`src/rtl/load_store_unit_pkg.sv`:
```
// Shared encodings for the load/store unit: access sizes, FSM states and
// the helper that classifies a request shape as legal or not.
package load_store_unit_pkg;

    typedef enum logic [1:0] {
        SZ_BYTE = 2'b00,
        SZ_HALF = 2'b01,
        SZ_WORD = 2'b10,
        SZ_RSVD = 2'b11
    } size_e;

    typedef enum logic [1:0] {
        ST_IDLE,
        ST_READ,
        ST_WRITE,
        ST_RESP
    } state_e;

    // A lane index times 8 gives the bit offset of that byte within the word.
    localparam int LANE_SHIFT = 3;

    function automatic logic is_bad_shape(input logic [1:0] size, input logic [1:0] lane);
        case (size)
            SZ_BYTE: return 1'b0;
            SZ_HALF: return lane[0];
            SZ_WORD: return lane != 2'b00;
            default: return 1'b1;
        endcase
    endfunction

endpackage

```
`src/rtl/load_store_unit_lane_align.sv`:
```
// Combinational lane logic: extracts and extends load data from a memory word,
// and merges right-justified store data into a memory word.
module lsu_lane_align
    import load_store_unit_pkg::*;
(
    input  logic [1:0]  i_size,
    input  logic        i_signed,
    input  logic [1:0]  i_lane,
    input  logic [31:0] i_rdata,
    input  logic [31:0] i_wdata,
    output logic [31:0] o_load_data,
    output logic [31:0] o_merge_data
);

    logic [4:0]  w_shift;
    logic [15:0] w_lane_data;
    logic [31:0] w_mask;
    logic [31:0] w_ins_data;

    assign w_shift     = 5'(i_lane) << LANE_SHIFT;
    assign w_lane_data = 16'(i_rdata >> w_shift);
    assign w_ins_data  = i_wdata << w_shift;

    always_comb begin
        o_load_data = i_rdata;
        w_mask      = 32'hFFFF_FFFF;
        case (i_size)
            SZ_BYTE: begin
                o_load_data = {{24{i_signed & w_lane_data[7]}}, w_lane_data[7:0]};
                w_mask      = 32'h0000_00FF << w_shift;
            end
            SZ_HALF: begin
                o_load_data = {{16{i_signed & w_lane_data[15]}}, w_lane_data};
                w_mask      = 32'h0000_FFFF << w_shift;
            end
            default: ;
        endcase
    end

    // Unselected lanes keep the word that was read; selected lanes take new data.
    assign o_merge_data = (i_rdata & ~w_mask) | (w_ins_data & w_mask);

endmodule

```
`src/rtl/load_store_unit.sv`:
```
// CPU-side initiator for a word-wide data memory: one request at a time,
// sub-word stores done as read-modify-write, one response per request.
module load_store_unit
    import load_store_unit_pkg::*;
#(
    parameter int ADDR_W = 12
) (
    input  logic        clk,
    input  logic        rst,
    input  logic        req_valid,
    output logic        req_ready,
    input  logic        req_write,
    input  logic [1:0]  req_size,
    input  logic        req_signed,
    input  logic [31:0] req_addr,
    input  logic [31:0] req_wdata,
    output logic        resp_valid,
    output logic [31:0] resp_rdata,
    output logic        resp_error,
    output logic [31:0] data_address,
    output logic [31:0] write_data,
    output logic        write_enable,
    input  logic [31:0] read_data
);

    state_e            r_state;
    state_e            w_next_state;
    logic              r_write;
    logic [1:0]        r_size;
    logic              r_signed;
    logic [1:0]        r_lane;
    logic [31:0]       r_wdata;
    logic [ADDR_W-1:0] r_addr;
    logic [31:0]       r_write_data;
    logic              r_write_enable;
    logic [31:0]       r_resp_rdata;
    logic              r_resp_error;
    logic              w_accept;
    logic              w_req_error;
    logic [31:0]       w_load_data;
    logic [31:0]       w_merge_data;

    assign w_accept    = req_valid && req_ready;
    assign w_req_error = (req_addr[31:ADDR_W+2] != '0) || is_bad_shape(req_size, req_addr[1:0]);

    lsu_lane_align u_align (
        .i_size       (r_size),
        .i_signed     (r_signed),
        .i_lane       (r_lane),
        .i_rdata      (read_data),
        .i_wdata      (r_wdata),
        .o_load_data  (w_load_data),
        .o_merge_data (w_merge_data)
    );

    always_ff @(posedge clk) begin
        if (rst) begin
            r_state <= ST_IDLE;
        end else begin
            r_state <= w_next_state;
        end
    end

    always_comb begin
        w_next_state = r_state;
        case (r_state)
            ST_IDLE: begin
                if (w_accept) begin
                    if (w_req_error) begin
                        w_next_state = ST_RESP;
                    end else if (!req_write || req_size != SZ_WORD) begin
                        w_next_state = ST_READ;
                    end else begin
                        w_next_state = ST_WRITE;
                    end
                end
            end
            ST_READ:  w_next_state = r_write ? ST_WRITE : ST_RESP;
            ST_WRITE: w_next_state = ST_RESP;
            ST_RESP:  w_next_state = ST_IDLE;
            default:  w_next_state = ST_IDLE;
        endcase
    end

    always_comb begin
        req_ready  = (r_state == ST_IDLE);
        resp_valid = (r_state == ST_RESP);
    end

    // The memory address only moves on a legal accept, so nothing is read speculatively.
    always_ff @(posedge clk) begin
        if (rst) begin
            r_write        <= 1'b0;
            r_size         <= 2'b00;
            r_signed       <= 1'b0;
            r_lane         <= 2'b00;
            r_wdata        <= '0;
            r_addr         <= '0;
            r_write_data   <= '0;
            r_write_enable <= 1'b0;
            r_resp_rdata   <= '0;
            r_resp_error   <= 1'b0;
        end else begin
            r_write_enable <= (w_next_state == ST_WRITE);
            r_resp_rdata   <= '0;
            r_resp_error   <= 1'b0;
            if (w_accept) begin
                r_write      <= req_write;
                r_size       <= req_size;
                r_signed     <= req_signed;
                r_lane       <= req_addr[1:0];
                r_wdata      <= req_wdata;
                r_resp_error <= w_req_error;
                if (!w_req_error) begin
                    r_addr <= req_addr[ADDR_W+1:2];
                    if (req_write && req_size == SZ_WORD) begin
                        r_write_data <= req_wdata;
                    end
                end
            end
            if (r_state == ST_READ) begin
                if (r_write) begin
                    r_write_data <= w_merge_data;
                end else begin
                    r_resp_rdata <= w_load_data;
                end
            end
        end
    end

    assign data_address = {{(32-ADDR_W){1'b0}}, r_addr};
    assign write_data   = r_write_data;
    assign write_enable = r_write_enable;
    assign resp_rdata   = r_resp_rdata;
    assign resp_error   = r_resp_error;

endmodule

```
`config.mk`:
```
export PLATFORM = sky130hd
export DESIGN_NAME = load_store_unit
export DESIGN_NICKNAME = d
export VERILOG_FILES = /design/src/rtl/load_store_unit_pkg.sv /design/src/rtl/load_store_unit_lane_align.sv /design/src/rtl/load_store_unit.sv
export SDC_FILE = /design/constraint.sdc
export NUM_CORES = 1
export LEC_CHECK = 0
export ABC_AREA = 0
export CORE_AREA = 5 5 129 131
export DETAILED_ROUTE_END_ITERATION = 6
export DIE_AREA = 0 0 134 136
export GPL_TIMING_DRIVEN = 0
export PLACE_DENSITY = 0.76
export SKIP_LAST_GASP = 1
export SLEW_MARGIN = 25
export SYNTH_ARGS = -nofsm -noshare
export SYNTH_HDL_FRONTEND = slang
export SYNTH_HIERARCHICAL = 1
export SYNTH_SLANG_ARGS = --single-unit
```
`constraint.sdc`:
```
create_clock -name clk -period 1.9 [get_ports clk]
set_clock_uncertainty 0.1 [all_clocks]
set_input_delay 0.285 -clock clk [delete_from_list [all_inputs] [get_ports clk]]
set_output_delay 0.285 -clock clk [all_outputs]
set_load 0.05 [all_outputs]
```
==> summary.txt, run 1 <==
GRT
  – First-pass GRT wire length: 34.3 mm
  – Global route overflow: 0
  – Largest net degree at the start of global routing: 17
  – Initial antenna violation count: 0
  – Vias in the first global route: 6446
  – GRT Overall Usage: 23.9%

Cells and area
  – Antenna Cells: 0
  – P&R area growth vs syn: 50.3%
  – Final instance area: 9530 um2
  – Fin nets: 1136
  – Final Core Density: 61.5%
  – Layout cells sized above 1: 17.5%

Power
  – Power per Cell Area: 1040 nW/um2
  – Leak Pwr: 0.00397 uW
  – Max VDD drop: 0.776 mV

Synthesis
  – Async SR Flop Fraction: 0%
  – Gate Count Post-Synth: 795
  – Synth Flop Type: dfxtp_1
  – #FFs+latches synth: 118
  – Syn_area_per_cell: 7.97 um2
  – Post-synth EDFFs: 0
  – Post-Syn Area: 6340 um2
  – Yosys warns: 6
  – Synth unique cells: 45
  – Sequential area share after synthesis: 37.3%

Worst setup path
  – Worst Path Arrival: 2.14 ns
  – Worst setup SP type: register
  – WP data required: 2.13 ns
  – Setup Crit Path Kind: register to register
  – Critical Path Fanout Max: 8
  – Setup crit end kind: register

Routing
  – Detailed Route Iter0 Violations: 693
  – Routed WL per cell: 18.5 um
  – DR pass1 iterations: 7
  – DR vias: 6898
  – Routed wire length: 22.8 mm
  – Drc violations: 0
  – Antenna-violating nets left: 0
  – Vias per inst: 5.59

STA
  – Worst Setup Slack, final: -0.00591 ns
  – Setup violations, final: 1
  – Setup tns final: -0.00591 ns
  – Relative slew slack: 61.6%
  – Actual slew at the worst max-slew pin: 0.576 ns
  – Final Cycle Share: 100%
  – Slew Viols, Final: 0
  – Final Hold Vio Count: 0
  – Post-route minimum period: 1.91 ns
  – Fin Hold WS: 0.331 ns
  – RSZ-0062 raised after global routing: yes
  – F_max: 525 MHz

Clock network
  – # hold bufs at CTS: 0
  – Clock latency on the worst-skew pair: 0.42 ns
  – CTS tree: done
  – Clock sinks: 118
  – Clock buffer depth: 2
  – Max H-tree Level: 4
  – Number of CTS-inserted buffers: 17
  – Clk root buf: clkbuf_16
  – Worst-path clk slew: 0.06 ns

Floorplan
  – Starting Density: 40.9%
  – Core Area: 15500 um2
  – I/O pin cnt: 203
  – Rows: 46
  – Die height: 136 um
  – Die area: 18200 um2
  – Die Width: 134 um

Placed design
  – RePlAce Congestion: 0.934
  – Post-DP Area: 8480 um2
  – Number of buffers added on ports: 182
  – Detail Placement HPWL: 17.1 mm

Run status
  – Violated checks: negative setup slack
  – Outcome: finished with violations

Flow run
  – Max-Cap Viols: 0

Min path
  – Min-delay worst type: input port to register
sequential cells by signal (all words and copies together) (netlist names):
register,count
r_size,2
r_signed,1
r_write,1
r_lane,2
write_enable,1
r_addr,12
resp_rdata,32
r_state,2
resp_error,1
r_wdata,32
write_data,32
routing by layer:
metal	track usage, %	part of all wire, %	vias up
met2	37.6	45	429
met3	6.44	11	72
met5	0	0	-
met4	10.5	3.7	0
li1	-	-	3263
met1	31.0	41	3134
logic make-up (layout without fill, tap and decap cells):
logic type               Yosys count  after routing  share of synthesized area [%]
flip-flops                       118            118                           37.3
buffers and inverters             99            326                           8.82
adder cells (fa/ha/maj)            4              4                          0.790
AND/OR/NAND/NOR                  310            310                           23.7
AO/OA/AOI/OAI                    214            214                           21.1
other                              1             20                         0.0592
multiplexers                      49             49                           8.19
layout by cell type (no fill, tap or decap), types with 20 or more instances in the layout:
cell type	n
nand4_1	47
clkbuf_1	27
a21oi_1	60
a311oi_1	29
o21ai_0	75
and2_1	34
clkdlybuf4s50_1	102
nor2_1	29
dlygate4sd2_1	78
buf_4	38
conb_1	20
nand2_1	157
dfxtp_1	114
cell usage after synthesis (2+ instances only):
master	number	area share (%)
a211oi_1	9	1.1
a21oi_1	60	4.7
a21oi_2	2	0.28
a22oi_1	7	0.83
a2bb2oi_1	8	1.1
a311oi_1	32	4.4
and2_1	35	3.5
and3b_1	3	0.41
buf_1	4	0.24
buf_2	11	0.87
buf_4	24	2.8
buf_6	11	2.0
clkbuf_1	43	2.5
dfxtp_1	118	37
ha_1	4	0.79
inv_1	4	0.24
mux2_2	23	4.1
mux2i_1	26	4.1
nand2_1	158	9.4
nand3b_1	8	0.95
nand4_1	47	4.6
nor2_1	37	2.2
nor2b_1	11	1.1
nor4_2	4	0.79
o21ai_0	77	6.1
o21ai_1	3	0.24
o31ai_1	8	0.95
what timing repair did:
action | in CTS | in global routing
pin swaps | 6 | 11
setup endpoints to repair | 173 | 90
buffers inserted | 7 | 8
cloned | 0 | 1
gates resized for setup | 131 | 73
path summary, 6_finish.rpt:
| path | start | to | slack [ns] | depth (start not counted) |
|---|---|---|---|---|
| setup / recovery | r_lane[0] | write_data[11] | -0.006 | 7 |
| hold / removal | req_addr[10] | r_addr[8] | 0.33 | 3 |
| setup reg to reg | r_lane[0] | write_data[11] | -0.006 | 7 |
| hold reg to reg | r_wdata[30] | r_wdata[30] | 0.35 | 2 |
worst max-delay path, stage by stage, from the launching register on:
cell and delay [ns]:
dfxtp_2 0.32, buf_8 0.14, buf_12 0.14, clkbuf_16 0.16, mux2i_4 0.19, o31ai_1 0.37
nor2_1 0.12, a311oi_1 0.25
area by class of cell:
class	count	area, um2
Fill cell	1345	5950
Multi-Input combinational cell	597	3770
Sequential cell	118	2370
Timing Repair Buffer	198	1890
Buffer	92	652
Clock buffer	22	464
Tap cell	192	240
Clock inverter	9	126
Inverter	5	18.8
power by group:
part	total [uW]	internal [uW]	switching [uW]
Sequential	3000	2760	245
Clock	3220	2110	1110
Combinational	3640	1450	2190
Total	9870	6320	3550
per-stage QoR:
stage | setup WS (ns) | instances | power (uW)
final | -0.00591 | 1233 | 9870
after global routing | -0.0656 | 1233 | 10300
after CTS | -0.0854 | 1225 | 9550
after detailed placement | -0.594 | 1188 | 6220
after global placement | -0.511 | 1188 | 6190
after floorplan | 0.0870 | 814 | 5170
Note: power is estimated with default switching activity, not from simulation.
==> run 2, diff against run 1 <==
- ABC_AREA: 0 -> 1
- SYNTH_HIERARCHICAL: 1 -> default
==> run 2 against run 1 <==
The run now ends clean. Critical path type unchanged. Global-route usage is 1.4 points higher. Largest power group unchanged. First-iteration DRC count is 0.72% higher. Area after synthesis hardly changed.
==> summary.txt, run 2 <==
Worst setup path
  – Setup crit end kind: register
  – Bufs and invs on worst path: 3 (unchanged)
  – WP data required: 2.18 ns (+0.05 ns)
  – Worst Path Arrival: 2.12 ns (-0.02 ns)
  – Max stage delay on crit path: 0.38 ns (about the same)
  – Slowest cell on the critical path: o211ai_1
  – Crit path cell chain: inv_2, nand2_1, a21oi_4, inv_2, o211ai_1, nand3_1, inv_1
  – Reg2Reg Depth: 7 (unchanged)
  – CP startpoint: r_lane[0]
  – Crit path to: write_data[13]
  – Setup Crit Path Kind: register to register
  – Worst setup SP type: register
  – R2r setup slk: 0.06 ns (+0.06 ns)
  – Cell mode on critical path: inv_2
  – RR Startpoint: r_lane[0]
  – Critical R2R Capture: write_data[13]
  – Delay-heaviest family, CP: compound AO/OA/AOI/OAI gates
  – Critical Path Fanout Max: 10 (+2)
  – Worst path depth: 7 (unchanged)

STA
  – Worst Setup Slack, final: 0.0569 ns (+0.0628 ns)
  – F_max: 543 MHz (+3.4%)
  – Post-route minimum period: 1.84 ns (-0.0628 ns)
  – Final Cycle Share: 97.0% (-3.3 points)
  – Final Hold Vio Count: 0 (unchanged)
  – RSZ-0062 raised after global routing: yes
  – Actual slew at the worst max-slew pin: 0.572 ns (-0.00381 ns)
  – Relative slew slack: 61.9% (+0.25 points)
  – Setup violations, final: 0 (-1)
  – Slew Viols, Final: 0 (unchanged)
  – Fin Hold WS: 0.320 ns (-0.0102 ns)

Clock network
  – Max H-tree Level: 4 (unchanged)
  – Clock sinks: 118 (unchanged)
  – Clk root buf: clkbuf_16
  – CTS tree: done
  – Number of CTS-inserted buffers: 17 (unchanged)
  – # hold bufs at CTS: 0 (unchanged)
  – Clock buffer depth: 2 (unchanged)
  – Clock latency on the worst-skew pair: 0.43 ns (about the same)
  – Worst-path clk slew: 0.06 ns (about the same)

Routing
  – DR pass1 iterations: 6 (-1)
  – DR vias: 7182 (+4.1%)
  – Antenna-violating nets left: 0 (unchanged)
  – Routed WL per cell: 17.2 um (-6.7%)
  – Vias per inst: 5.29 (-5.4%)
  – Detailed Route Iter0 Violations: 698 (+0.72%)
  – Drc violations: 0 (unchanged)
  – Routed wire length: 23.4 mm (+2.7%)

Synthesis
  – Synth unique cells: 39 (-13%)
  – Yosys warns: 0 (-6)
  – Async SR Flop Fraction: 0% (unchanged)
  – Syn_area_per_cell: 6.82 um2 (-14%)
  – Post-synth top cells: nand2_1, dfxtp_1, inv_1
  – #FFs+latches synth: 118 (unchanged)
  – Synth Flop Type: dfxtp_1
  – Top cells by area, synth: dfxtp_1, nand2_1, nand3_1, a21oi_1, inv_1
  – Gate Count Post-Synth: 930 (+17%)
  – Post-synth EDFFs: 0 (unchanged)
  – Sequential area share after synthesis: 37.3% (about the same)
  – Post-Syn Area: 6340 um2 (about the same)
  – Synth top area share: 37.3% (about the same)
  – Largest area contributor in the netlist: dfxtp_1
  – Count leader, synth: nand2_1

GRT
  – GRT Overall Usage: 25.3% (+1.4 points)
  – Global route overflow: 0 (unchanged)
  – Largest net degree at the start of global routing: 17 (unchanged)
  – Initial antenna violation count: 0 (unchanged)
  – First-pass GRT wire length: 35.9 mm (+4.6%)
  – Vias in the first global route: 6759 (+4.9%)

Power
  – Leak Pwr: 0.00461 uW (+16%)
  – Power per Cell Area: 1220 nW/um2 (+18%)
  – Max VDD drop: 0.797 mV (+2.6%)
  – Total power: 11100 uW (+13%)

Min path
  – Min-delay worst type: input port to register
  – Hold path startpoint: rst

Cells and area
  – Layout cells sized above 1: 11.8% (-5.6 points)
  – P&R area growth vs syn: 44.2%
  – Most frequent cells in the layout: nand2_1, dfxtp_1, clkdlybuf4s50_1, inv_1, nand3_1
  – Antenna Cells: 0 (unchanged)
  – # fillers: 1431 (+6.4%)
  – Fin cells: 1357 (+10%)
  – Fin nets: 1259 (+11%)
  – Commonest non-fill, non-tap cell in the layout: nand2_1

Floorplan
  – Starting Density: 40.9% (about the same)
  – Die area: 18200 um2 (unchanged)
  – Die Width: 134 um (unchanged)
  – I/O pin cnt: 203 (unchanged)
  – Core Area: 15500 um2 (unchanged)
  – Die height: 136 um (unchanged)
  – Rows: 46 (unchanged)

Placed design
  – Number of buffers added on ports: 181 (-0.55%)
  – Pre-CTS setup slack: -0.535 ns (+0.0589 ns)
  – Detail Placement HPWL: 17.7 mm (+3.6%)
  – RePlAce Congestion: 0.979 (+4.9%)
  – # placed instances: 1322 (+11%)

Run status
  – Outcome: complete, no violations

Flow run
  – Max-Cap Viols: 0 (unchanged)
-- run 2: cell count changes after synthesis, moves of 20 or more --
cell      change
a311oi_1     -32
and2_1       -35
inv_1        +94
mux2_2       -23
mux2i_1      -26
nand2_1      +39
nand3_1      +94
nand4_1      -20
nor2_1       +43
-- run 2: timing repair --
item,4_1_cts,5_1_grt
pin swaps,1,2
gates resized for setup,96,46
buffers inserted,0,3
endpoints found under the setup margin,136,77
-- run 2: worst min-delay path by stage --
stage / end / slack (ns) / cells past startpoint
global placement: r_addr[9] / 0.35 / 2
CTS: write_enable / 0.29 / 4
floorplan: r_wdata[12] / 0.34 / 2
global route: r_addr[9] / 0.34 / 3
detailed placement: r_addr[6] / 0.35 / 2
finish: write_enable / 0.32 / 4
-- run 2: kinds of logic (layout without fill, tap and decap cells) --
| logic type | count (synthesis) | after routing | synth area share [%] |
|---|---|---|---|
| buffers and inverters | 191 | 407 | 14.2 |
| adders and majority gates | 4 | 4 | 0.789 |
| and+or+nand+nor | 419 | 419 | 29.3 |
| DFF | 118 | 118 | 37.3 |
| AOI/OAI and AO/OA | 197 | 197 | 18.5 |
| other | 1 | 20 | 0.0591 |
-- run 2: worst reg2reg max path, cell delays in order, from the launching register on --
cell	delay, ns
dfxtp_1	0.36
inv_2	0.17
nand2_1	0.16
a21oi_4	0.27
inv_2	0.15
o211ai_1	0.38
nand3_1	0.14
inv_1	0.07
-- run 2: per-layer routing --
layer / GRT usage (%) / share of wire (%)
met2: 41.4 / 46
met5: 0 / 0
met3: 8.33 / 11
met1: 30.4 / 39
met4: 11.4 / 3.8
-- run 2: area by class of cell --
class	count	area (um2)	share of cell area (%)
plain buffers	82	531	5.80
clock buffers	19	443	4.85
clock inverters	13	204	2.23
inverters	109	428	4.68
multi-input cells	640	3210	35.1
flip-flops and latches	118	2360	25.8
well taps	192	240	2.63
repair buffers	184	1730	18.9
-- run 2: per-stage QoR --
stage / cell area, um2 / utilization [%] / setup TNS [ns]
global route: 9140 / 59.0 / -0.0801
global placement: 8470 / 54.7 / -19.38
floorplan: 6410 / - / 0
detailed placement: 8470 / 54.7 / -21.48
CTS: 9040 / 58.4 / -0.00849
finish: 9140 / 59.0 / 0
-- run 2: report_power, final --
part	total, uW	internal (uW)	switching (uW)
Clock	3550	2350	1200
Combinational	4460	1430	3030
Sequential	3140	2870	269
Total	11100	6660	4490
==> run 3, diff against run 2 <==
- clock period: 1.9 -> 1.6 ns (I/O delays scaled with it)
==> run 3 against run 2 <==
The flow now finishes with violations (negative setup slack). Via count increased by 8.4%. Register-to-register slack worse by 0.19 ns. Combinational power increased by 57%. Worst setup slack worse by 0.19 ns. Non-clock buffer count rose by 56. Highest routed layer unchanged.
==> summary.txt, run 3 (synthesis gave the netlist of run 2 again) <==
GRT
  – Largest net degree at the start of global routing: 17 (unchanged)
  – Initial antenna violation count: 0 (unchanged)
  – First-pass GRT wire length: 39.0 mm (+8.5%)
  – Global route overflow: 0 (unchanged)
  – GRT Overall Usage: 27.4% (+2.1 points)
  – Vias in the first global route: 7266 (+7.5%)

Worst setup path
  – Setup Crit Path Kind: register to register
  – Reg2Reg Depth: 10 (+3)
  – Critical Path Fanout Max: 5 (-5)
  – Cell mode on critical path: buf_6
  – Slowest cell on the critical path: dfxtp_4
  – Max stage delay on crit path: 0.37 ns (about the same)
  – Worst setup SP type: register
  – WP data required: 1.88 ns (-0.30 ns)
  – Worst Path Arrival: 2.02 ns (-0.10 ns)
  – Crit path cell chain: buf_6, buf_6, nand2_8, nor2_4, nor2_2, nand2_2, clkinvlp_4, o211ai_1, nand3_1, inv_1
  – Setup crit end kind: register

Clock network
  – Clock sinks: 118 (unchanged)
  – # hold bufs at CTS: 0 (unchanged)
  – Clk root buf: clkbuf_16
  – Clock latency on the worst-skew pair: 0.43 ns (about the same)
  – CTS tree: done
  – Worst-path clk slew: 0.06 ns (about the same)
  – Max H-tree Level: 4 (unchanged)
  – Clock buffer depth: 2 (unchanged)
  – Number of CTS-inserted buffers: 17 (unchanged)

Run status
  – Violated checks: negative setup slack
  – Outcome: finished with violations

Routing
  – DR vias: 7785 (+8.4%)
  – Routed wire length: 26.8 mm (+15%)
  – Antenna-violating nets left: 0 (unchanged)
  – Detailed Route Iter0 Violations: 740 (+6.0%)
  – Vias per inst: 5.49 (+3.8%)
  – DR pass1 iterations: 5 (-1)
  – Routed WL per cell: 18.9 um (+9.8%)
  – Drc violations: 0 (unchanged)

Placed design
  – Pre-CTS setup slack: -0.786 ns (-0.251 ns)
  – Detail Placement HPWL: 18.0 mm (+1.6%)
  – Number of buffers added on ports: 181 (unchanged)
  – # placed instances: 1322 (unchanged)
  – RePlAce Congestion: 0.958 (-2.2%)

Min path
  – Hold Crit Depth: 3 (-1)
  – Min-delay worst type: input port to register

Floorplan
  – Starting Density: 40.9% (unchanged)
  – Die Width: 134 um (unchanged)
  – Die area: 18200 um2 (unchanged)
  – I/O pin cnt: 203 (unchanged)
  – Die height: 136 um (unchanged)
  – Core Area: 15500 um2 (unchanged)
  – Rows: 46 (unchanged)

STA
  – Setup violations, final: 61 (+61)
  – Worst Setup Slack, final: -0.138 ns (-0.195 ns)
  – F_max: 575 MHz (+6.1%)
  – RSZ-0062 raised after global routing: yes
  – Slew Viols, Final: 0 (unchanged)
  – Actual slew at the worst max-slew pin: 0.647 ns (+0.0753 ns)
  – Relative slew slack: 56.9% (-5.0 points)
  – Post-route minimum period: 1.74 ns (-0.105 ns)
  – Final Hold Vio Count: 0 (unchanged)
  – Final Cycle Share: 109% (+12 points)

Cells and area
  – Antenna Cells: 0 (unchanged)
  – Register area: 2380 um2 (+0.69%)
  – Most frequent cells in the layout: nand2_1, dfxtp_1, inv_1, clkdlybuf4s50_1, nor2_1
  – Area of the multi-input gates: 3810 um2 (+19%)
  – Fin cells: 1417 (+4.4%)
  – Fin nets: 1319 (+4.8%)
  – P&R area growth vs syn: 67.1%
  – Commonest non-fill, non-tap cell in the layout: nand2_1
  – Layout cells sized above 1: 32.1% (+20 points)
  – # fillers: 1214 (-15%)

Power
  – Max VDD drop: 1.23 mV (+55%)
  – Leak Pwr: 0.00514 uW (+12%)
  – Power per Cell Area: 1370 nW/um2 (+12%)

Flow run
  – Max-Cap Viols: 0 (unchanged)
-- run 3: layout make-up --
cell class,instances,area share [%]
plain buffers,81,6.37
clock buffers,21,4.35
clock inverters,11,0.969
inverters,109,4.28
multi-input cells,642,36.0
flip-flops and latches,118,22.5
well taps,192,2.27
repair buffers,241,23.2
repair inverters,2,0.142
-- run 3: critical path: cells and delay by family, from the launching register on --
family                 cells  cell delay, ns
buffers and inverters      4            0.43
DFF                        1            0.37
AOI/OAI and AO/OA          1            0.34
and+or+nand+nor            5            0.45
-- run 3: per-layer routing --
metal	GRT usage (%)	up-vias	wire length (um)
li1	-	3586	-
met2	44.0	526	12400
met3	7.66	123	2930
met5	0	-	0
met1	33.3	3550	10000
met4	15.2	0	1490
-- run 3: metrics by stage --
stage	util (%)	power, uW	TNS, ns	hold WS (ns)	instance area [um2]
final	68.4	14500	-4.21	0.178	10600
after detailed placement	54.8	8980	-46.60	0.354	8490
after global placement	54.8	8920	-43.11	0.347	8490
after CTS	63.5	13600	-2.20	0.278	9820
after floorplan	-	7340	-0.232	0.296	6440
after global routing	68.4	15100	-7.70	0.185	10600
-- run 3: what timing repair did --
action	4_1_cts	5_1_grt
cloned	8	7
endpoints found under the setup margin	197	138
setup buffers	35	14
endpoints found under the hold margin	0	0
pin swaps	28	55
gates resized for setup	323	233
-- run 3: final timing paths --
kind | start | end | slack (ns)
max | r_lane[0] | write_data[22] | -0.14
min | req_addr[0] | r_lane[0] | 0.18
max reg2reg | r_lane[0] | write_data[22] | -0.14
min reg2reg | r_addr[1] | r_addr[1] | 0.36
-- run 3: report_power, final --
part           internal, uW  total (uW)  switching (uW)
clock network          2210        3650            1440
registers              3440        3830             396
logic                  2720        7020            4310
total                  8360       14500            6140
